[config.mk]
export PLATFORM = sky130hd
export DESIGN_NAME = led_pattern_counter_flat
export DESIGN_NICKNAME = d
export VERILOG_FILES = /design/src/rtl/led_pattern_counter_if.sv /design/src/rtl/led_pattern_counter.sv /design/src/flat_wrapper.sv
export SDC_FILE = /design/constraint.sdc
export NUM_CORES = 1
export LEC_CHECK = 0
export CAP_MARGIN = 30
export CORE_MARGIN = 1.5
export CORE_UTILIZATION = 55
export CTS_CLUSTER_DIAMETER = 200
export DETAILED_ROUTE_END_ITERATION = 10
export GPL_TIMING_DRIVEN = 0
export PLACE_DENSITY = 0.81
export SETUP_SLACK_MARGIN = 0.15
export SYNTH_ARGS = -nofsm -noshare
export SYNTH_HDL_FRONTEND = slang
export SYNTH_SLANG_ARGS = --single-unit
[constraint.sdc]
create_clock -name clk_in -period 2.7 [get_ports clk_in]
set_input_delay 0.54 -clock clk_in [delete_from_list [all_inputs] [get_ports clk_in]]
set_output_delay 0.54 -clock clk_in [all_outputs]
set_load 0.02 [all_outputs]
[src/rtl/led_pattern_counter_if.sv]
// Pin-level bundle for the LED pattern engine: direction switch, enable and mode
// in; LED value, step tick, debounced direction and wrap/bounce event out.
interface led_pattern_counter_if #(
  parameter int unsigned WIDTH = 8
);
  logic             switch_i;
  logic             en_i;
  logic [1:0]       mode_i;
  logic [WIDTH-1:0] l_o;
  logic             tick_o;
  logic             dir_db_o;
  logic             event_o;

  modport master (
    output switch_i, en_i, mode_i,
    input  l_o, tick_o, dir_db_o, event_o
  );

  modport slave (
    input  switch_i, en_i, mode_i,
    output l_o, tick_o, dir_db_o, event_o
  );
endinterface

[src/rtl/led_pattern_counter.sv]
// LED pattern engine: prescaled step tick, synchronised/debounced direction switch,
// and a mode machine for wrap count, saturating count, ping-pong sweep and hold.
module led_pattern_counter #(
  parameter int unsigned WIDTH      = 8,
  parameter int unsigned DIV        = 25_000_000,
  parameter int unsigned DEB_CYCLES = 250_000
) (
  input  logic                  clk_in,
  input  logic                  rst,
  led_pattern_counter_if.slave  bus
);
  localparam int unsigned PW = (DIV > 2) ? $clog2(DIV) : 1;
  localparam int unsigned DW = $clog2(DEB_CYCLES + 1);
  localparam logic [PW-1:0]    PRESC_MAX = PW'(DIV - 1);
  localparam logic [DW-1:0]    DEB_MAX   = DW'(DEB_CYCLES - 1);
  localparam logic [WIDTH-1:0] ALL_ONES  = {WIDTH{1'b1}};
  localparam logic [WIDTH-1:0] ONE       = WIDTH'(1);

  typedef enum logic [1:0] {
    MODE_WRAP = 2'b00,
    MODE_SAT  = 2'b01,
    MODE_PP   = 2'b10,
    MODE_HOLD = 2'b11
  } mode_e;

  logic             sync1_q, sync2_q;
  logic [PW-1:0]    presc_q, presc_d;
  logic             tick_q, tick_d;
  logic [DW-1:0]    deb_cnt_q, deb_cnt_d;
  logic             dir_db_q, dir_db_d;
  mode_e            mode_q;
  mode_e            mode_in;
  logic [WIDTH-1:0] l_q;
  logic             pp_dir_q;
  logic             event_q;
  logic             sw_s;

  assign sw_s    = sync2_q;
  assign mode_in = mode_e'(bus.mode_i);

  // Prescaler: tick is registered so it is high while the count sits at DIV-1.
  always_comb begin
    presc_d = presc_q;
    if (bus.en_i) begin
      presc_d = (presc_q == PRESC_MAX) ? '0 : presc_q + PW'(1);
    end
    tick_d = bus.en_i && (presc_d == PRESC_MAX);
  end

  // Debounce: direction follows only after DEB_CYCLES consecutive mismatches.
  always_comb begin
    deb_cnt_d = deb_cnt_q + DW'(1);
    dir_db_d  = dir_db_q;
    if (sw_s == dir_db_q) begin
      deb_cnt_d = '0;
    end else if (deb_cnt_q == DEB_MAX) begin
      dir_db_d  = sw_s;
      deb_cnt_d = '0;
    end
  end

  always_ff @(posedge clk_in) begin
    if (rst) begin
      sync1_q   <= 1'b0;
      sync2_q   <= 1'b0;
      presc_q   <= '0;
      tick_q    <= 1'b0;
      deb_cnt_q <= '0;
      dir_db_q  <= 1'b0;
      mode_q    <= MODE_WRAP;
      l_q       <= '0;
      pp_dir_q  <= 1'b0;
      event_q   <= 1'b0;
    end else begin
      sync1_q   <= bus.switch_i;
      sync2_q   <= sync1_q;
      presc_q   <= presc_d;
      tick_q    <= tick_d;
      deb_cnt_q <= deb_cnt_d;
      dir_db_q  <= dir_db_d;
      event_q   <= 1'b0;
      if (tick_q) begin
        if (mode_in != mode_q) begin
          // A mode change spends its tick loading the start pattern.
          mode_q   <= mode_in;
          l_q      <= (mode_in == MODE_PP) ? ONE : '0;
          pp_dir_q <= 1'b0;
        end else begin
          unique case (mode_q)
            MODE_WRAP: begin
              if (dir_db_q) begin
                l_q     <= l_q - ONE;
                event_q <= (l_q == '0);
              end else begin
                l_q     <= l_q + ONE;
                event_q <= (l_q == ALL_ONES);
              end
            end
            MODE_SAT: begin
              if (!dir_db_q && (l_q != ALL_ONES)) begin
                l_q <= l_q + ONE;
              end else if (dir_db_q && (l_q != '0)) begin
                l_q <= l_q - ONE;
              end
            end
            MODE_PP: begin
              if (!pp_dir_q) begin
                if (l_q[WIDTH-1]) begin
                  pp_dir_q <= 1'b1;
                  l_q      <= l_q >> 1;
                  event_q  <= 1'b1;
                end else begin
                  l_q <= l_q << 1;
                end
              end else begin
                if (l_q[0]) begin
                  pp_dir_q <= 1'b0;
                  l_q      <= l_q << 1;
                  event_q  <= 1'b1;
                end else begin
                  l_q <= l_q >> 1;
                end
              end
            end
            default: begin
            end
          endcase
        end
      end
    end
  end

  assign bus.l_o      = l_q;
  assign bus.tick_o   = tick_q;
  assign bus.dir_db_o = dir_db_q;
  assign bus.event_o  = event_q;
endmodule

[src/flat_wrapper.sv]
// flat-port wrapper written by rule: the top's interface ports become plain ports
module led_pattern_counter_flat 
#(
  parameter int unsigned WIDTH      = 8,
  parameter int unsigned DIV        = 25_000_000,
  parameter int unsigned DEB_CYCLES = 250_000
)
  (clk_in, rst, bus_switch_i, bus_en_i, bus_mode_i, bus_l_o, bus_tick_o, bus_dir_db_o, bus_event_o);
  led_pattern_counter_if #(.WIDTH(WIDTH)) bus_i ();
  input  logic clk_in;
  input  logic rst;
  input wire logic [$bits(bus_i.switch_i)-1:0] bus_switch_i;
  input wire logic [$bits(bus_i.en_i)-1:0] bus_en_i;
  input wire logic [$bits(bus_i.mode_i)-1:0] bus_mode_i;
  output wire logic [$bits(bus_i.l_o)-1:0] bus_l_o;
  output wire logic [$bits(bus_i.tick_o)-1:0] bus_tick_o;
  output wire logic [$bits(bus_i.dir_db_o)-1:0] bus_dir_db_o;
  output wire logic [$bits(bus_i.event_o)-1:0] bus_event_o;
  assign bus_i.switch_i = bus_switch_i;
  assign bus_i.en_i = bus_en_i;
  assign bus_i.mode_i = bus_mode_i;
  assign bus_l_o = bus_i.l_o;
  assign bus_tick_o = bus_i.tick_o;
  assign bus_dir_db_o = bus_i.dir_db_o;
  assign bus_event_o = bus_i.event_o;
  led_pattern_counter #(.WIDTH(WIDTH), .DIV(DIV), .DEB_CYCLES(DEB_CYCLES)) u_core (.clk_in(clk_in), .rst(rst), .bus(bus_i));
endmodule
==> summary by stage, run 1 <==
Run status
The run finished with clean final reports.

Min path
The cell count of the worst hold path is 1. The startpoint of the worst hold path is u_core.sync1_q. The worst hold-check path type is register to register. The path with the worst hold slack has its endpoint at u_core.sw_s.

Logic synthesis
Counting flops and latches in the post-synthesis netlist gives 59. Averaged over all synthesized cells, the footprint is 8.23 sq um. For this run, the register share of the synthesized area comes to 33.3%. The number of flops mapped to enable cells by yosys is 0. Counting flops with an async set or reset pin after synthesis yields a share of 0%. The number of nets handed over by synthesis was 446. The most instantiated flip-flop cell in the synthesis netlist is sky130_fd_sc_hd__dfxtp_1. The total number of yosys warnings is 0.

The area of the mapped netlist is 0.00355 sq mm. In this run, distinct cell masters in the synthesized netlist total 72. The cell count after synthesis is 431.

Drt
In this run, the number of DRC markers left after iteration 0 of detailed routing was 248. The antenna violation net count after detailed routing is 0. The overall routed net length is 7990 microns. The detailed router placed 3173 vias in this run. The count of TritonRoute iterations in the first routing pass is 5.

For this run, design rule violations remaining after detail routing come to 0. In the routed layout, each cell is associated on average with a via count of 5.89. The average wire per cell in the routed design is 14.8 microns.

Critical path
The worst setup path is launched from a register. The setup check on the worst reg-to-reg path leaves a slack of 0.16 ns. The count of cells along the worst register-to-register path is 9. In this run the worst path has a maximum fanout of 10. The critical path required time is 3.00 ns. Data on the critical path arrives at its endpoint at 2.84 ns. In this run the critical register-to-register path is launched from u_core.bus.l_o[1]. STA classifies the critical path endpoint as a register.

The endpoint identified for the worst register-to-register timing path is u_core.bus.l_o[3]. The critical path class is register to register.

Finish
The post-route netlist has 10.4% of its cells at a drive strength greater than 1. The number of nets in the final layout is 472. The design area is 0.00403 sq mm. Relative to the synthesized area, the layout overhead comes to 13.6%.

Leaving out fill and tap cells, the most frequent cell in the layout is sky130_fd_sc_hd__nor2_1. In the layout the commonest cells are sky130_fd_sc_hd__nor2_1 (67), sky130_fd_sc_hd__dfxtp_1 (59), sky130_fd_sc_hd__nand2_1 (32). The non-filler instance count after layout is 539.

The number of fill cells is 543. The number of antenna diodes is 0. The final core utilization is 64.2%.

Timing
Setup slack on the critical path of the routed design comes to 0.156 ns. Headroom to the max-slew limit came out at 55.8%. The hold violation count in the final report is 0. Setup repair after global routing could not meet its margin everywhere. The slew at the pin closest to its max-slew limit is 0.663 ns.

Based on the critical path, the design can be clocked at up to 393 MHz. The worst clock skew on the final layout is 0.0127 ns. The routed design could run at a clock period as short as 2.54 ns. The number of max-slew violations in the final report is 0. After layout, the worst path uses 94.2% of the clock period. The final count of negative-setup-slack endpoints is 0.

Clock network
TritonCTS built the clock tree. The H-tree level count is 3. The tree is rooted in a sky130_fd_sc_hd__clkbuf_8. In this run, CTS created clock tree buffers numbering 9. Counting every sink on the clock net gives 59. Clock latency on the worst-skew pair, taken at its later pin, is 0.35 ns. The maximum buffer depth of the clock tree is 2. The clock-pin transition on the worst setup and hold timing paths is 0.08 ns. The number of hold buffers added after CTS is 0.

Pwr
The analysis attributes to cell leakage a power of 1.31 nW. The fraction of power consumed by combinational cells is 2.3%. Registers are responsible for 47.6% of the overall power. The clock power share is 50.2%. The total power density per cell area is 459 mW/mm^2. The power after layout is 1.85 mW. Across the VDD grid, the largest voltage drop is 0.501 mV.

The internal power of the cells totals 1.42 mW. For this design the total switching power over the nets is 0.431 mW. In this run switching power makes up 23.3% of total power.

Global route
The remaining global-route overflow is 0. The total global routing track utilization is 23.7%. The via count of the first global-routing pass is 2883. The initial antenna violation count is 0. The largest net degree at the start of global routing is 13. The first-pass GRT wire length is 13400 microns.

Place
The post-place instance area is 0.00378 sq mm. During placement, the flow inserted port buffers numbering 14. The routability congestion estimate is 0.952. Detailed placement finished with a half-perimeter wire length of 5570 microns. The cell count after placement is 522. OpenSTA, run right after detailed placement, puts the worst setup slack at -0.0529 ns.

Job
Max-cap violations in this run came to 0.

Floorplanning
From left edge to right edge, the die measures 83.3 microns. The die outline area is 0.00694 sq mm. The floorplan step set the die height to 83.3 microns.

The floorplan has 29 rows. In this run the count of I/O pins placed on the die edge is 17. The effective utilization at floorplan is 56.5%. The area of the placeable core is 0.00628 sq mm.
-- layout make-up --
| type | instances | area [sq um] | area share [%] |
|---|---|---|---|
| multi-input combinational | 334 | 2180 | 54.1 |
| sequential | 59 | 1180 | 29.3 |
| buffer | 25 | 151 | 3.76 |
| timing repair buffer | 15 | 148 | 3.66 |
| clock buffer | 9 | 124 | 3.07 |
| clock inverter | 7 | 100 | 2.48 |
| tap | 77 | 96.3 | 2.39 |
| inverter | 13 | 48.8 | 1.21 |
-- registers in the layout (all words and copies together) (netlist names) --
signal and count:
u_core.pp_dir_q 1, u_core.presc_q 25, u_core.bus.event_o 1, u_core.mode_q 2
u_core.sync1_q 1, u_core.sw_s 1, u_core.bus.dir_db_o 1, u_core.bus.tick_o 1
u_core.deb_cnt_q 18, u_core.bus.l_o 8
-- routing by layer --
layer	global-route usage, %	vias up	share of wire (%)	wire (microns)
met2	36.9	100	46	3690
met3	5.67	15	5.1	407
met4	9.70	0	1.4	115
met1	31.5	1483	47	3780
li1	-	1575	-	-
met5	0	-	0	0
-- critical path, stage by stage (launching register included) --
cell and delay, ns:
sky130_fd_sc_hd__dfxtp_1 0.57, sky130_fd_sc_hd__inv_1 0.15, sky130_fd_sc_hd__ha_1 0.20, sky130_fd_sc_hd__and4bb_2 0.24, sky130_fd_sc_hd__a22o_4 0.25, sky130_fd_sc_hd__a2111oi_4 0.28, sky130_fd_sc_hd__buf_4 0.20, sky130_fd_sc_hd__o311ai_1 0.11
sky130_fd_sc_hd__or4_1 0.40, sky130_fd_sc_hd__nand3_1 0.09
-- power groups by stage --
| stage | combinational, mW | sequential, mW | clock [mW] |
|---|---|---|---|
| 2_1_floorplan | 0.0286 | 0.898 | 0 |
| 3_3_place_gp | 0.0418 | 0.899 | 0 |
| 3_5_place_dp | 0.0423 | 0.900 | 0 |
| 4_1_cts | 0.0427 | 0.879 | 0.933 |
| 5_1_grt | 0.0467 | 0.880 | 0.978 |
| 6_report | 0.0421 | 0.879 | 0.927 |
-- synthesized netlist by cell type (3+ instances only) --
library cell	instances	share of area (%)
sky130_fd_sc_hd__nand2b_1	3	0.53
sky130_fd_sc_hd__nand3b_1	8	1.7
sky130_fd_sc_hd__o22ai_1	4	0.71
sky130_fd_sc_hd__ha_1	9	3.2
sky130_fd_sc_hd__mux2i_1	7	2.0
sky130_fd_sc_hd__dfxtp_1	59	33
sky130_fd_sc_hd__nor3_1	8	1.1
sky130_fd_sc_hd__or2_2	3	0.53
sky130_fd_sc_hd__xnor2_1	25	6.2
sky130_fd_sc_hd__a31oi_1	4	0.71
sky130_fd_sc_hd__buf_6	5	1.6
sky130_fd_sc_hd__xor2_1	21	5.2
sky130_fd_sc_hd__and3_1	4	0.71
sky130_fd_sc_hd__o21ai_0	12	1.7
sky130_fd_sc_hd__a21oi_1	12	1.7
sky130_fd_sc_hd__nand2_1	32	3.4
sky130_fd_sc_hd__nand4_1	12	2.1
sky130_fd_sc_hd__nor4_1	7	1.2
sky130_fd_sc_hd__inv_1	13	1.4
sky130_fd_sc_hd__clkbuf_1	16	1.7
sky130_fd_sc_hd__nor2_1	67	7.1
sky130_fd_sc_hd__a211oi_1	3	0.63
sky130_fd_sc_hd__or3_1	6	1.1
sky130_fd_sc_hd__a22oi_1	3	0.63
sky130_fd_sc_hd__nand3_1	24	3.4
sky130_fd_sc_hd__nor2b_1	7	1.2
sky130_fd_sc_hd__mux2_2	3	0.95
-- metrics by stage --
| stage | hold WS, ns | setup TNS (ns) |
|---|---|---|
| after CTS | 0.476 | 0 |
| after global routing | 0.487 | 0 |
| after detailed placement | 0.459 | -0.0529 |
| final | 0.473 | 0 |
| after global placement | 0.441 | -0.0350 |
| after floorplan | 0.414 | 0 |
-- timing repair --
item                                    CTS  global route
pin swaps                                 1             0
resized for setup                         1             3
endpoints found under the setup margin    2            12
cloned                                    0             0
setup buffers                             1             0
-- worst max path at each step --
stage / depth (start not counted) / slack (ns) / endpoint / from
5_1_grt: 9 / 0.04 / u_core.bus.l_o[3] / u_core.bus.l_o[1]
2_1_floorplan: 9 / 0.16 / u_core.bus.l_o[3] / u_core.bus.l_o[0]
3_3_place_gp: 7 / -0.03 / u_core.bus.l_o[3] / bus_mode_i[1]
4_1_cts: 10 / 0.16 / u_core.bus.l_o[3] / u_core.bus.l_o[0]
3_5_place_dp: 7 / -0.05 / u_core.bus.l_o[3] / bus_mode_i[1]
6_report: 9 / 0.16 / u_core.bus.l_o[3] / u_core.bus.l_o[1]
-- kinds of logic (layout without fill, tap and decap cells) --
logic type | after synthesis | count (layout) | share of synthesized area, %
fa+ha+maj | 9 | 9 | 3.17
mux | 10 | 10 | 2.93
buf+inv | 38 | 69 | 5.43
xor+xnor | 46 | 46 | 11.4
compound gates | 65 | 65 | 13.7
flops | 59 | 59 | 33.3
simple gates | 204 | 204 | 30.2
Power figures use the tool's default switching activity.
==> inputs of run 2 (changes only) <==
- CORE_ASPECT_RATIO: default -> 0.7
==> run 2 against run 1 <==
Total power shrank 6.2%; first-iteration DRC count rose by 0.81%; fmax fell by 2.6%; sequential share of layout area shrank 0.45 points; critical path depth is the same; final cell count rose by 2.0%; routed wire length up 7.7%; setup slack worse by 0.068 ns; non-clock buffer count grew 11; flip-flop and latch count stayed put; clock skew fell by 0.0031 ns; sequential power hardly changed; critical path type unchanged; largest cell class unchanged.
==> summary by stage, run 2 (synthesis results as in run 1) <==
Floorplanning
The effective utilization at floorplan is 57.1% (was 56.5%). The floorplan die width is 99.0 microns (was 83.3 microns). The die outline area is 0.00695 sq mm (was 0.00694 sq mm).

The y dimension of the die is 70.2 microns (was 83.3 microns). The total number of placement rows came to 24 (was 29). The number of top-level design ports is 17 (unchanged). The area of the placeable core is 0.00622 sq mm (was 0.00628 sq mm).

Finish
The area growth from synthesis to layout is 16.1% (was 13.6%). The number of antenna diodes is 0 (unchanged). The number of flip-flops under the largest register name is 25 (unchanged). The number of fill cells is 515 (was 543).

Commonest non-fill, non-tap cells in the layout: sky130_fd_sc_hd__nor2_1 (67), sky130_fd_sc_hd__dfxtp_1 (57), sky130_fd_sc_hd__nand2_1 (32) (was sky130_fd_sc_hd__nor2_1 (67), sky130_fd_sc_hd__dfxtp_1 (59), sky130_fd_sc_hd__nand2_1 (32)). The number of nets in the final layout is 483 (was 472). The fraction of final layout cells with drive strength greater than 1 was 13.3% (was 10.4%). The final core utilization is 66.2% (was 64.2%). The most common library cell in the layout ignoring fill and taps is sky130_fd_sc_hd__nor2_1 (unchanged). The top register by number of flip-flops was u_core.presc_q (unchanged).

Place
The routability congestion estimate is 0.998 (was 0.952). The estimated wirelength of the detail-placed design was 6210 microns (was 5570 microns). The count of buffers inserted at the top-level ports is 14 (unchanged).

Critical path
The number of buffer and inverter stages on the critical path is 2 (unchanged). The worst reg2reg path startpoint is u_core.bus.l_o[0] (was u_core.bus.l_o[1]). The nature of the critical path endpoint is a register (unchanged).

The critical path required time is 2.98 ns (was 3.00 ns). The startpoint class of the critical path was a register (unchanged). The delay of the slowest cell on the worst path is 0.54 ns (was 0.57 ns). The maximum fanout encountered on the critical timing path is 6 (was 10).

The critical path class is register to register (unchanged). The arrival time reported for the critical path endpoint was 2.89 ns (was 2.84 ns). The launch point of the critical path is u_core.bus.l_o[0] (was u_core.bus.l_o[1]).

The cell at the slowest stage of the critical path was sky130_fd_sc_hd__or4_1 (was sky130_fd_sc_hd__dfxtp_1). The category of cells accounting for the largest share of critical-path delay was compound AO/OA/AOI/OAI gates (was simple AND/OR/NAND/NOR gates). Critical Path, Cell by Cell: buf_8, clkinvlp_4, ha_2, and4bb_2, a22o_4, a2111oi_4, o311ai_2, or4_1, nand3_1 (was inv_1, ha_1, and4bb_2, a22o_4, a2111oi_4, buf_4, o311ai_1, or4_1, nand3_1).

Drt
The met3 layer wire length in the routed design came to 795 microns (was 407 microns). The overall routed net length was 8610 microns (was 7990 microns). The average vias per placed instance is 5.98 (was 5.89).

The starting DRC count in detailed routing is 250 (was 248). The via count of the routed design is 3289 (was 3173). The met2 layer wire length in the routed design is 3620 microns (was 3690 microns). The top metal layer carrying routed signals is met4 (unchanged). The length of routed wiring on met1 was 4070 microns (was 3780 microns). The average wire per cell in the routed design is 15.7 microns (was 14.8 microns).

The DRC violations left was 0 (unchanged). The count of TritonRoute iterations in the first routing pass was 5 (unchanged). The antenna violation net count after detailed routing is 0 (unchanged).

Pwr
The fraction of power consumed by combinational cells is 2.6% (was 2.3%). The sequential group share of total power is 50.6% (was 47.6%). The power after layout is 1.73 mW (was 1.85 mW). The proportion of total power due to net switching is 21.5% (was 23.3%).

The leakage dissipation is 1.37 nW (was 1.31 nW). The clock power share was 46.8% (was 50.2%). The total power density per cell area was 421 mW/mm^2 (was 459 mW/mm^2).

The maximum resistive drop on vdd is 0.376 mV (was 0.501 mV). The net switching component of the power is 0.373 mW (was 0.431 mW). The cell-internal power was 1.36 mW (was 1.42 mW).

Min path
The worst hold-check path type is register to register (unchanged). The startpoint of the worst hold path is u_core.sync1_q (unchanged).

Global route
The total global routing track utilization was 25.9% (was 23.7%). The first-pass GRT wire length was 14200 microns (was 13400 microns). The remaining global-route overflow came to 0 (unchanged). The via count of the first global-routing pass is 2964 (was 2883). The initial antenna violation count came to 0 (unchanged).

The largest net degree at the start of global routing was 11 (was 13).

Timing
The hold violation count in the final report is 0 (unchanged). The worst relative slew slack is 56.0% (was 55.8%). The share of the clock period used by the worst path is 96.7% (was 94.2%). The top achievable clock speed is 383 MHz (was 393 MHz). The final count of negative-setup-slack endpoints is 0 (unchanged).

The aggregate negative setup slack is 0 ns (unchanged). The number of max-slew violations in the final report is 0 (unchanged). The clock period minus worst slack is 2.61 ns (was 2.54 ns).

RSZ-0062 raised after global routing: true (unchanged). The worst clock skew on the final layout was 0.00960 ns (was 0.0127 ns). The worst hold margin came to 0.443 ns (was 0.473 ns). The slew at the pin closest to its max-slew limit is 0.660 ns (was 0.663 ns).

Clock network
The maximum buffer depth of the clock tree came to 2 (unchanged). The clock buffer count from CTS is 9 (unchanged). The clock network latency to the later pin of the worst-skew pair is 0.34 ns (was 0.35 ns).

The number of sinks driven by the clock tree came to 59 (unchanged). The H-tree level count came to 3 (unchanged). The TritonCTS clock tree is done (unchanged). The cell at the root of the clock tree was sky130_fd_sc_hd__clkbuf_8 (unchanged). The clock-pin transition on the worst setup and hold timing paths is 0.07 ns (was 0.08 ns).

Job
The total of max-cap violations is 0 (unchanged).

Run status
Run status: finished, final reports clean (unchanged).
## run 2: metal layers
metal | global-route usage (%) | vias to the layer above
li1 | - | 1591
met1 | 37.7 | 1545
met2 | 36.3 | 135
met3 | 7.91 | 18
met4 | 7.94 | 0
met5 | 0 | -
## run 2: layout make-up
cell class / instances / area [sq um] / share of cell area, %
multi-input combinational: 334 / 2200 / 53.4
sequential: 59 / 1190 / 28.9
timing repair buffer: 26 / 230 / 5.59
clock buffer: 13 / 159 / 3.86
buffer: 25 / 156 / 3.80
tap: 78 / 97.6 / 2.37
inverter: 13 / 52.6 / 1.28
clock inverter: 2 / 35.0 / 0.851
## run 2: repair_timing
| action | 4_1_cts | 5_1_grt |
|---|---|---|
| gates resized for setup | 4 | 10 |
| gates cloned | 0 | 0 |
| hold buffers | 0 | 0 |
| pin swaps | 1 | 10 |
| setup buffers | 2 | 10 |
| endpoints found under the setup margin | 3 | 14 |
## run 2: worst paths after layout
| check | endpoint | slack, ns | depth (start not counted) |
|---|---|---|---|
| setup / recovery | u_core.bus.l_o[3] | 0.09 | 9 |
| hold / removal | u_core.sw_s | 0.44 | 1 |
| setup reg to reg | u_core.bus.l_o[3] | 0.09 | 9 |
| hold reg to reg | u_core.sw_s | 0.44 | 1 |
## run 2: power groups by stage
| stage | Clock [mW] | Sequential (mW) | Combinational [mW] |
|---|---|---|---|
| after floorplan | 0 | 0.898 | 0.0286 |
| after global placement | 0 | 0.899 | 0.0413 |
| after detailed placement | 0 | 0.900 | 0.0430 |
| after CTS | 0.828 | 0.880 | 0.0432 |
| after global routing | 0.866 | 0.878 | 0.0499 |
| final | 0.811 | 0.878 | 0.0447 |
## run 2: per-stage QoR
stage                     instance area [sq um]  setup WS, ns  instances
after floorplan                            3550         0.158        431
after global placement                     3790       -0.0629        523
after detailed placement                   3790        -0.180        523
after CTS                                  4010         0.170        540
after global routing                       4120       0.00114        550
final                                      4120        0.0884        550
==> inputs of run 3 (changes only) <==
- CAP_MARGIN: 30 -> 20
- TNS_END_PERCENT: default -> 30
==> run 3 against run 2 <==
Total power is essentially flat; final area unchanged; flip-flop and latch count is the same; sequential share of layout area did not move; highest routed layer unchanged; largest power group unchanged; final cell count is the same; critical endpoint unchanged; register-to-register slack barely moved.
==> summary by stage, run 3 (synthesis results as in run 1) <==
Timing
The slew at the pin closest to its max-slew limit is 0.663 ns (was 0.660 ns). The number of max-slew violations in the final report is 0 (unchanged). The worst relative slew slack was 55.8% (was 56.0%). The hold violation count in the final report is 0 (unchanged).

The final count of negative-setup-slack endpoints is 0 (unchanged). The aggregate negative setup slack was 0 ns (unchanged). The worst clock skew on the final layout is 0.00959 ns (was 0.00960 ns). RSZ-0062 raised after global routing: true (unchanged). The top achievable clock speed is 383 MHz (about the same). The clock period minus worst slack is 2.61 ns (about the same). The post-layout worst setup margin was 0.0881 ns (was 0.0884 ns). The share of the clock period used by the worst path was 96.7% (about the same).

Critical path
The delay of the slowest cell on the worst path was 0.55 ns (was 0.54 ns). Critical Path, Cell by Cell: buf_8, clkinvlp_4, ha_2, and4bb_2, a22o_4, a2111oi_4, o311ai_2, or4_1, nand3_1 (unchanged). The critical path class is register to register (unchanged).

The count of cells along the worst register-to-register path is 9 (unchanged). The arrival time reported for the critical path endpoint is 2.89 ns (about the same). The cell at the slowest stage of the critical path is sky130_fd_sc_hd__or4_1 (unchanged). The nature of the critical path endpoint is a register (unchanged). The endpoint of the worst register-to-register path was u_core.bus.l_o[3] (unchanged).

The critical path required time came to 2.98 ns (about the same). The worst reg-to-reg setup slack is 0.09 ns (about the same). The worst reg2reg path startpoint is u_core.bus.l_o[0] (unchanged). The startpoint class of the critical path is a register (unchanged). The maximum fanout encountered on the critical timing path is 6 (unchanged).

Drt
The starting DRC count in detailed routing was 245 (was 250). The met3 layer wire length in the routed design is 802 microns (was 795 microns). The count of TritonRoute iterations in the first routing pass was 5 (unchanged). The top metal layer carrying routed signals is met4 (unchanged). The overall routed net length is 8610 microns (about the same).

The met2 layer wire length in the routed design was 3630 microns (was 3620 microns). The length of routed wiring on met1 is 4050 microns (was 4070 microns). The DRC violations left was 0 (unchanged). The antenna violation net count after detailed routing came to 0 (unchanged). The average wire per cell in the routed design is 15.6 microns (was 15.7 microns).

The via count of the routed design was 3277 (was 3289). The average vias per placed instance is 5.96 (was 5.98).

Clock network
The clock network latency to the later pin of the worst-skew pair is 0.34 ns (about the same). The clock-pin transition on the worst setup and hold timing paths is 0.07 ns (about the same). The number of hold buffers added after CTS is 0 (unchanged).

The TritonCTS clock tree is done (unchanged). The maximum buffer depth of the clock tree was 2 (unchanged). The H-tree level count is 3 (unchanged). The cell at the root of the clock tree is sky130_fd_sc_hd__clkbuf_8 (unchanged). The clock buffer count from CTS came to 9 (unchanged).

The number of sinks driven by the clock tree is 59 (unchanged).

Global route
The initial antenna violation count is 0 (unchanged). The first-pass GRT wire length is 14200 microns (unchanged). The via count of the first global-routing pass is 2964 (unchanged). The remaining global-route overflow is 0 (unchanged). The largest net degree at the start of global routing is 11 (unchanged). The total global routing track utilization came to 25.9% (unchanged).

Pwr
The total power density per cell area is 421 mW/mm^2 (about the same). The maximum resistive drop on vdd came to 0.376 mV (about the same). The leakage dissipation is 1.37 nW (unchanged).

Finish
The final core utilization is 66.2% (unchanged). The total area of multi-input combinational cells is 0.00220 sq mm (unchanged). The area growth from synthesis to layout was 16.1% (unchanged). The number of nets in the final layout was 483 (unchanged).

The number of fill cells is 515 (unchanged). The top register by number of flip-flops is u_core.presc_q (unchanged). The number of flip-flops under the largest register name is 25 (unchanged).

The area used by sequential logic in the layout is 0.00119 sq mm (unchanged). The most common library cell in the layout ignoring fill and taps is sky130_fd_sc_hd__nor2_1 (unchanged). The number of antenna diodes is 0 (unchanged). Commonest non-fill, non-tap cells in the layout: sky130_fd_sc_hd__nor2_1 (67), sky130_fd_sc_hd__dfxtp_1 (57), sky130_fd_sc_hd__nand2_1 (32) (unchanged). The fraction of final layout cells with drive strength greater than 1 is 13.3% (unchanged). The design area is 0.00412 sq mm (unchanged).

Floorplanning
The die outline area was 0.00695 sq mm (unchanged). The effective utilization at floorplan is 57.1% (unchanged). The floorplan die width is 99.0 microns (unchanged). The area of the placeable core came to 0.00622 sq mm (unchanged). The number of top-level design ports is 17 (unchanged).

The total number of placement rows is 24 (unchanged). The y dimension of the die is 70.2 microns (unchanged).

Place
The setup slack after placement came to -0.180 ns (unchanged). The post-place instance area is 0.00379 sq mm (unchanged). The count of buffers inserted at the top-level ports is 14 (unchanged).

The estimated wirelength of the detail-placed design is 6210 microns (unchanged). The routability congestion estimate was 0.998 (unchanged).

Run status
Run status: finished, final reports clean (unchanged).

Min path
The startpoint of the worst hold path is u_core.sync1_q (unchanged). The worst hold-check path type was register to register (unchanged). The cell count of the worst hold path is 1 (unchanged).

The destination of the worst hold path is u_core.sw_s (unchanged).

Job
The total of max-cap violations is 0 (unchanged).
run 3: per-layer routing:
metal,GRT usage [%],vias to the layer above
li1,-,1591
met1,37.7,1535
met2,36.3,133
met3,7.91,18
met4,7.94,0
met5,0,-
run 3: worst max path at each step:
stage          depth (start not counted)                end  slack (ns)               from
2_1_floorplan                          9  u_core.bus.l_o[3]        0.16  u_core.bus.l_o[0]
3_3_place_gp                           9  u_core.bus.l_o[3]       -0.06  u_core.bus.l_o[0]
3_5_place_dp                           7  u_core.bus.l_o[3]       -0.18      bus_mode_i[0]
4_1_cts                                9  u_core.bus.l_o[3]        0.17  u_core.bus.l_o[0]
5_1_grt                                9  u_core.bus.l_o[3]       0.001  u_core.bus.l_o[0]
6_report                               9  u_core.bus.l_o[3]        0.09  u_core.bus.l_o[0]
run 3: final cells by class:
| class | instances | area share, % |
|---|---|---|
| Clock buffer | 13 | 3.86 |
| Buffer | 25 | 3.80 |
| Sequential cell | 59 | 28.9 |
| Clock inverter | 2 | 0.851 |
| Inverter | 13 | 1.28 |
| Timing Repair Buffer | 26 | 5.59 |
| Multi-Input combinational cell | 334 | 53.4 |
| Tap cell | 78 | 2.37 |
run 3: what timing repair did:
item / 4_1_cts / 5_1_grt
setup buffers: 2 / 10
endpoints found under the setup margin: 3 / 14
gates cloned: 0 / 0
resized for setup: 4 / 10
pin swaps: 1 / 9
run 3: report_power, final:
group / internal (mW) / switching [mW]
registers: 0.873 / 0.00512
logic: 0.0172 / 0.0275
clock network: 0.471 / 0.340
run 3: worst max-delay path: cells and delay by family (launching register included):
family | cells | cell delay (ns)
compound gates | 3 | 0.89
fa+ha+maj | 1 | 0.19
buf+inv | 2 | 0.24
flops | 1 | 0.36
simple gates | 3 | 0.86
run 3: per-stage QoR:
stage / hold slack, ns / total power [mW] / std cells
after floorplan: 0.414 / 0.927 / 431
after global placement: 0.417 / 0.941 / 523
after detailed placement: 0.438 / 0.943 / 523
after CTS: 0.455 / 1.75 / 540
after global routing: 0.483 / 1.79 / 550
final: 0.444 / 1.73 / 550
==> RTL edit 1 (config.mk and constraints of run 1) <==
`WIDTH` is set to 8 in 3 places; all go to 6.
--- a/src/rtl/led_pattern_counter_if.sv
+++ b/src/rtl/led_pattern_counter_if.sv
@@ -1,7 +1,7 @@
 // Pin-level bundle for the LED pattern engine: direction switch, enable and mode
 // in; LED value, step tick, debounced direction and wrap/bounce event out.
 interface led_pattern_counter_if #(
-  parameter int unsigned WIDTH = 8
+  parameter int unsigned WIDTH = 6
 );
   logic             switch_i;
   logic             en_i;
--- a/src/rtl/led_pattern_counter.sv
+++ b/src/rtl/led_pattern_counter.sv
@@ -1,7 +1,7 @@
 // LED pattern engine: prescaled step tick, synchronised/debounced direction switch,
 // and a mode machine for wrap count, saturating count, ping-pong sweep and hold.
 module led_pattern_counter #(
-  parameter int unsigned WIDTH      = 8,
+  parameter int unsigned WIDTH      = 6,
   parameter int unsigned DIV        = 25_000_000,
   parameter int unsigned DEB_CYCLES = 250_000
 ) (
--- a/src/flat_wrapper.sv
+++ b/src/flat_wrapper.sv
@@ -1,7 +1,7 @@
 // flat-port wrapper written by rule: the top's interface ports become plain ports
 module led_pattern_counter_flat 
 #(
-  parameter int unsigned WIDTH      = 8,
+  parameter int unsigned WIDTH      = 6,
   parameter int unsigned DIV        = 25_000_000,
   parameter int unsigned DEB_CYCLES = 250_000
 )
Ports: changed (resized bus_l_o); port bits go from 17 to 15. No check against the original RTL was run, so the function may have changed too.
==> RTL edit 1 against run 1 <==
Core utilization up 0.92 points. Non-clock buffer count shrank 7. Synthesized area down 12%. Sequential power down 2.8%. Sequential cell count is 2 lower. Worst setup slack gained 0.065 ns. Design area down 11%. Power shrank 12%. Combinational power rose by 5.5%. Wire length down 17%.
==> RTL edit 1: results (changes against run 1) <==
* Worst clock skew: 0.00834 ns (was 0.0127 ns)
- Slew HR: 55.6% (was 55.8%)
* DP Worst Slack: -0.431 ns (was -0.0529 ns)
- Run status: finished, final reports clean (unchanged).
- RR Startpoint: u_core.presc_q[0]$_SDFF_PP0_ (was u_core.bus.l_o[1]$_SDFFE_PP0P_)
* Fillers: 475 (was 543)
- The flop-to-flop setup slack came to 0.22 ns (was 0.16 ns).
- Combined global-route utilization of all metal layers: 23.7% (about the same)
- Cell count after placement: 465 (was 522)
- The synthesized area per cell was 8.25 um2 (was 8.23 um2).
- Syn_nets: 394 (was 446)
* Peak supply drop: 344 uV (was 501 uV)
* Main area contributors after synthesis: dfxtp_1 36%, nor2_1 7.1%, xor2_1 6.7% (was dfxtp_1 33%, nor2_1 7.1%, xnor2_1 6.2%)
- Iteration-0 DRC Markers: 143 (was 248)
* Commonest cells post-synth: 59 x nor2_1, 57 x dfxtp_1, 39 x nand2_1 (was 67 x nor2_1, 59 x dfxtp_1, 32 x nand2_1)
- The placer's final routability congestion estimate was 0.927 (was 0.952).
- P_int: 1.22 mW (was 1.42 mW)
- HPWL Detailed: 4700 um (was 5570 um)
* Worst-path maximum fanout: 4 (was 10)
- Capturing point of the worst reg2reg path: u_core.bus.tick_o$_SDFF_PP0_ (was u_core.bus.l_o[3]$_SDFFE_PP0P_)
- Cell depth of the worst flop-to-flop path: 7 (was 9)
- The leakage power is 1.19 nW (was 1.31 nW).
- Part of the Yosys area used for sequential elements: 36.5% (was 33.3%)
* WL met1: 3030 um (was 3780 um)
- Arrival @ worst endpoint: 2.73 ns (was 2.84 ns)
- Pin count of the biggest net entering global routing: 12 (was 13)
* Via/cell ratio: 5.65 (was 5.89)
- Share of final-layout standard cells stronger than drive strength 1: 9.95% (was 10.4%)
-- RTL edit 1: layer usage --
| metal | vias up | track usage (%) |
|---|---|---|
| met5 | - | 0 |
| met4 | 0 | 10.9 |
| met3 | 8 | 5.93 |
| met2 | 54 | 38.4 |
| met1 | 1299 | 29.7 |
| li1 | 1373 | - |
-- RTL edit 1: logic make-up after synthesis --
family,share of synthesized area (%)
AO/OA/AOI/OAI,10.5
XOR/XNOR,12.6
adder cells (fa/ha/maj),3.60
buffers and inverters,3.68
flip-flops,36.5
multiplexers,3.64
AND/OR/NAND/NOR,29.5
-- RTL edit 1: cell type report --
cell class / count / area share (%)
multi-input combinational: 293 / 52.8
buffer: 16 / 1.92
inverter: 13 / 1.36
sequential: 57 / 31.8
clock inverter: 6 / 1.19
timing repair buffer: 17 / 4.50
tap: 72 / 2.51
clock buffer: 10 / 3.84
-- RTL edit 1: power by group through the flow --
| stage | combinational (mW) | sequential, mW | clock [mW] |
|---|---|---|---|
| floorplan | 0.0260 | 0.872 | 0 |
| global placement | 0.0437 | 0.873 | 0 |
| detailed placement | 0.0444 | 0.873 | 0 |
| CTS | 0.0443 | 0.854 | 0.744 |
| global route | 0.0504 | 0.855 | 0.786 |
| finish | 0.0444 | 0.854 | 0.727 |
-- RTL edit 1: critical path: stages, from the launching register on --
cell and delay [ns]:
dfxtp_1 0.36, ha_1 0.29, nand2_1 0.06, or4_1 0.47, a311oi_1 0.24, nand4_1 0.15
or4_1 0.55, nor4_2 0.27
-- RTL edit 1: repair_timing --
item,4_1_cts,5_1_grt
buffers inserted,0,3
gates resized for setup,3,6
endpoints found under the setup margin,18,32
pin swaps,1,1
==> RTL edit 2 (flow settings as in run 1) <==
Made on the original files. Make the reset (`rst`) asynchronous in one clocked block.
--- a/src/rtl/led_pattern_counter.sv
+++ b/src/rtl/led_pattern_counter.sv
@@ -59,7 +59,7 @@
     end
   end
 
-  always_ff @(posedge clk_in) begin
+  always_ff @(posedge clk_in or posedge rst) begin
     if (rst) begin
       sync1_q   <= 1'b0;
       sync2_q   <= 1'b0;
Check against the original RTL: same outputs for any inputs over 10 cycles, from zero or initial values and one cycle with rst high; that may be too few to reach the edited logic, so the function may still have changed.
==> RTL edit 2 against run 1 <==
The flow now finishes with violations (design-rule violations). Highest routed layer unchanged. Wire length rose by 7.2%. Count of clock-buffer cells in the layout up 2. Sequential share of layout area rose by 5.5 points. Worst hold slack got worse by 0.095 ns. Synthesized area is 5.7% higher. Design area rose by 5.5%. Global-route usage is 1.2 points higher. Worst setup slack worse by 0.028 ns. First-iteration DRC count up 0.40%. Sequential cell count did not move.
Power is not compared: it rests on default switching activity, and its combinational part moved more than twofold at a synthesized area within 25%.
==> RTL edit 2: results (changes against run 1) <==
- Number of detailed-route iterations in the first pass: 8 (was 5)
- Delay of the slowest cell on the worst path: 0.47 ns (was 0.57 ns)
* HPWL Detailed: 5910 um (was 5570 um)
- Number of global-route vias before repair: 3015 (was 2883)
* Count of buffers from port buffering: 15 (was 14)
- The post-synth net total is 442 (was 446).
- The wire length of the first global-routing pass is 14200 um (was 13400 um).
- Combined global-route utilization of all metal layers: 24.9% (was 23.7%)
- Area post-placement: 4020 um2 (was 3780 um2)
- Worst Tran Pin Value: 0.538 ns (was 0.663 ns)
- The clock skew after layout came to 0.00940 ns (was 0.0127 ns).
- The critical-path cell with the highest stage delay is or4bb_1 (was dfxtp_1).
- RR Startpoint: u_core.bus.l_o[0]$_DFFE_PP0P_ (was u_core.bus.l_o[1]$_SDFFE_PP0P_)
* Launch instance of the worst min-delay path: u_core.sync1_q$_DFF_PP0_ (was u_core.sync1_q$_SDFF_PP0_)
- The depth of the worst hold-timing path was 0 (was 1).
- Min Tclk post-route: 2.57 ns (was 2.54 ns)
* Net count of the finished layout: 471 (was 472)
* Total leakage power: about 1.7 nW
- The arrival time at the worst endpoint came to 2.80 ns (was 2.84 ns).
- Run status: finished, violations left (was finished, final reports clean).
- The count of fill cells added during filler insertion came to 519 (was 543).
- Commonest cells post-synth: 59 x dfrtp_1, 52 x nor2_1, 37 x nand2_1 (was 67 x nor2_1, 59 x dfxtp_1, 32 x nand2_1).
* Setup slack of the most critical reg-to-reg path: 0.13 ns (was 0.16 ns)
* Ys async rst share: 100% (was 0%)
* Part of the Yosys area used for sequential elements: 39.4% (was 33.3%)
- Share of final-layout standard cells stronger than drive strength 1: 9.54% (was 10.4%)
* Capturing point of the worst reg2reg path: u_core.bus.l_o[1]$_DFFE_PP0P_ (was u_core.bus.l_o[3]$_SDFFE_PP0P_)
* Main area contributors after synthesis: dfrtp_1 39%, xnor2_1 7.5%, nor2_1 5.2% (was dfxtp_1 33%, nor2_1 7.1%, xnor2_1 6.2%)
- Worst min-delay path endpoint: u_core.sw_s$_DFF_PP0_ (was u_core.sw_s$_SDFF_PP0_)
- The detailed-route DRC error count is 2 (was 0).
- The first-iteration detailed-routing DRC count was 249 (was 248).
- Number of distinct library cells after synthesis: 58 (was 72)
* Post-Route WL: 8560 um (was 7990 um)
* Final estimated routing congestion in global placement: 0.966 (was 0.952)
* Pin count of the biggest net entering global routing: 41 (was 13)
- The largest fanout on the critical path came to 8 (was 10).
* Violated checks: design-rule violations
- The mean number of vias per cell came to 6.14 (was 5.89).
RTL edit 2: power by group:
group / leakage, nW / total (mW) / internal (mW) / switching [mW]
sequential: 0.755 / 1.03 / 0.940 / 0.0876
clock: 0.0991 / 0.807 / 0.446 / 0.360
combinational: 0.889 / 0.204 / 0.0828 / 0.122
total: 1.74 / 2.04 / 1.47 / 0.569
RTL edit 2: repair_timing:
action / 4_1_cts / 5_1_grt
setup buffers: 0 / 2
endpoints found under the setup margin: 5 / 16
gates resized for setup: 3 / 11
gates cloned: 0 / 0
pin swaps: 0 / 1
RTL edit 2: cell type report:
| type | count | area share [%] |
|---|---|---|
| Buffer | 24 | 2.71 |
| Clock buffer | 11 | 3.33 |
| Clock inverter | 5 | 1.24 |
| Inverter | 17 | 1.56 |
| Multi-Input combinational cell | 327 | 49.7 |
| Sequential cell | 59 | 34.8 |
| Tap cell | 77 | 2.27 |
| Timing Repair Buffer | 18 | 4.36 |
RTL edit 2: how the worst max path moves through the flow:
stage / from / to
3_3_place_gp: rst / u_core.presc_q[15]$_DFF_PP0_
6_report: u_core.bus.l_o[0]$_DFFE_PP0P_ / u_core.bus.l_o[1]$_DFFE_PP0P_
5_1_grt: u_core.bus.l_o[0]$_DFFE_PP0P_ / u_core.bus.l_o[1]$_DFFE_PP0P_
3_5_place_dp: u_core.bus.l_o[0]$_DFFE_PP0P_ / u_core.bus.l_o[3]$_DFFE_PP0P_
4_1_cts: u_core.bus.l_o[0]$_DFFE_PP0P_ / u_core.bus.l_o[3]$_DFFE_PP0P_
2_1_floorplan: u_core.bus.l_o[0]$_DFFE_PP0P_ / u_core.bus.l_o[6]$_DFFE_PP0P_
RTL edit 2: cell families (layout without fill, tap and decap cells):
| kind of cell | count (synthesis) | after routing | synth area share (%) |
|---|---|---|---|
| AND/OR/NAND/NOR | 198 | 198 | 28.0 |
| flip-flops | 59 | 59 | 39.4 |
| XOR/XNOR | 50 | 50 | 11.7 |
| AO/OA/AOI/OAI | 57 | 57 | 9.78 |
| buffers and inverters | 41 | 75 | 4.54 |
| adder cells (fa/ha/maj) | 9 | 9 | 3.00 |
| multiplexers | 13 | 13 | 3.60 |
RTL edit 2: metal layers:
layer / vias to the layer above / part of all wire (%) / track usage [%]
met3: 20 / 7.9 / 5.39
li1: 1556 / - / -
met1: 1567 / 43 / 32.8
met5: - / 0 / 0
met2: 158 / 47 / 38.9
met4: 0 / 2.1 / 12.3
RTL edit 2: stage by stage:
step                      util [%]  setup WS, ns  hold slack (ns)  std cells
after floorplan                  -         0.279            0.331        427
after global placement        61.9        -0.323            0.361        519
after detailed placement      62.2       0.00978            0.362        520
after CTS                     65.2         0.179            0.379        536
after global routing          65.8         0.106            0.382        538
final                         65.8         0.128            0.377        538
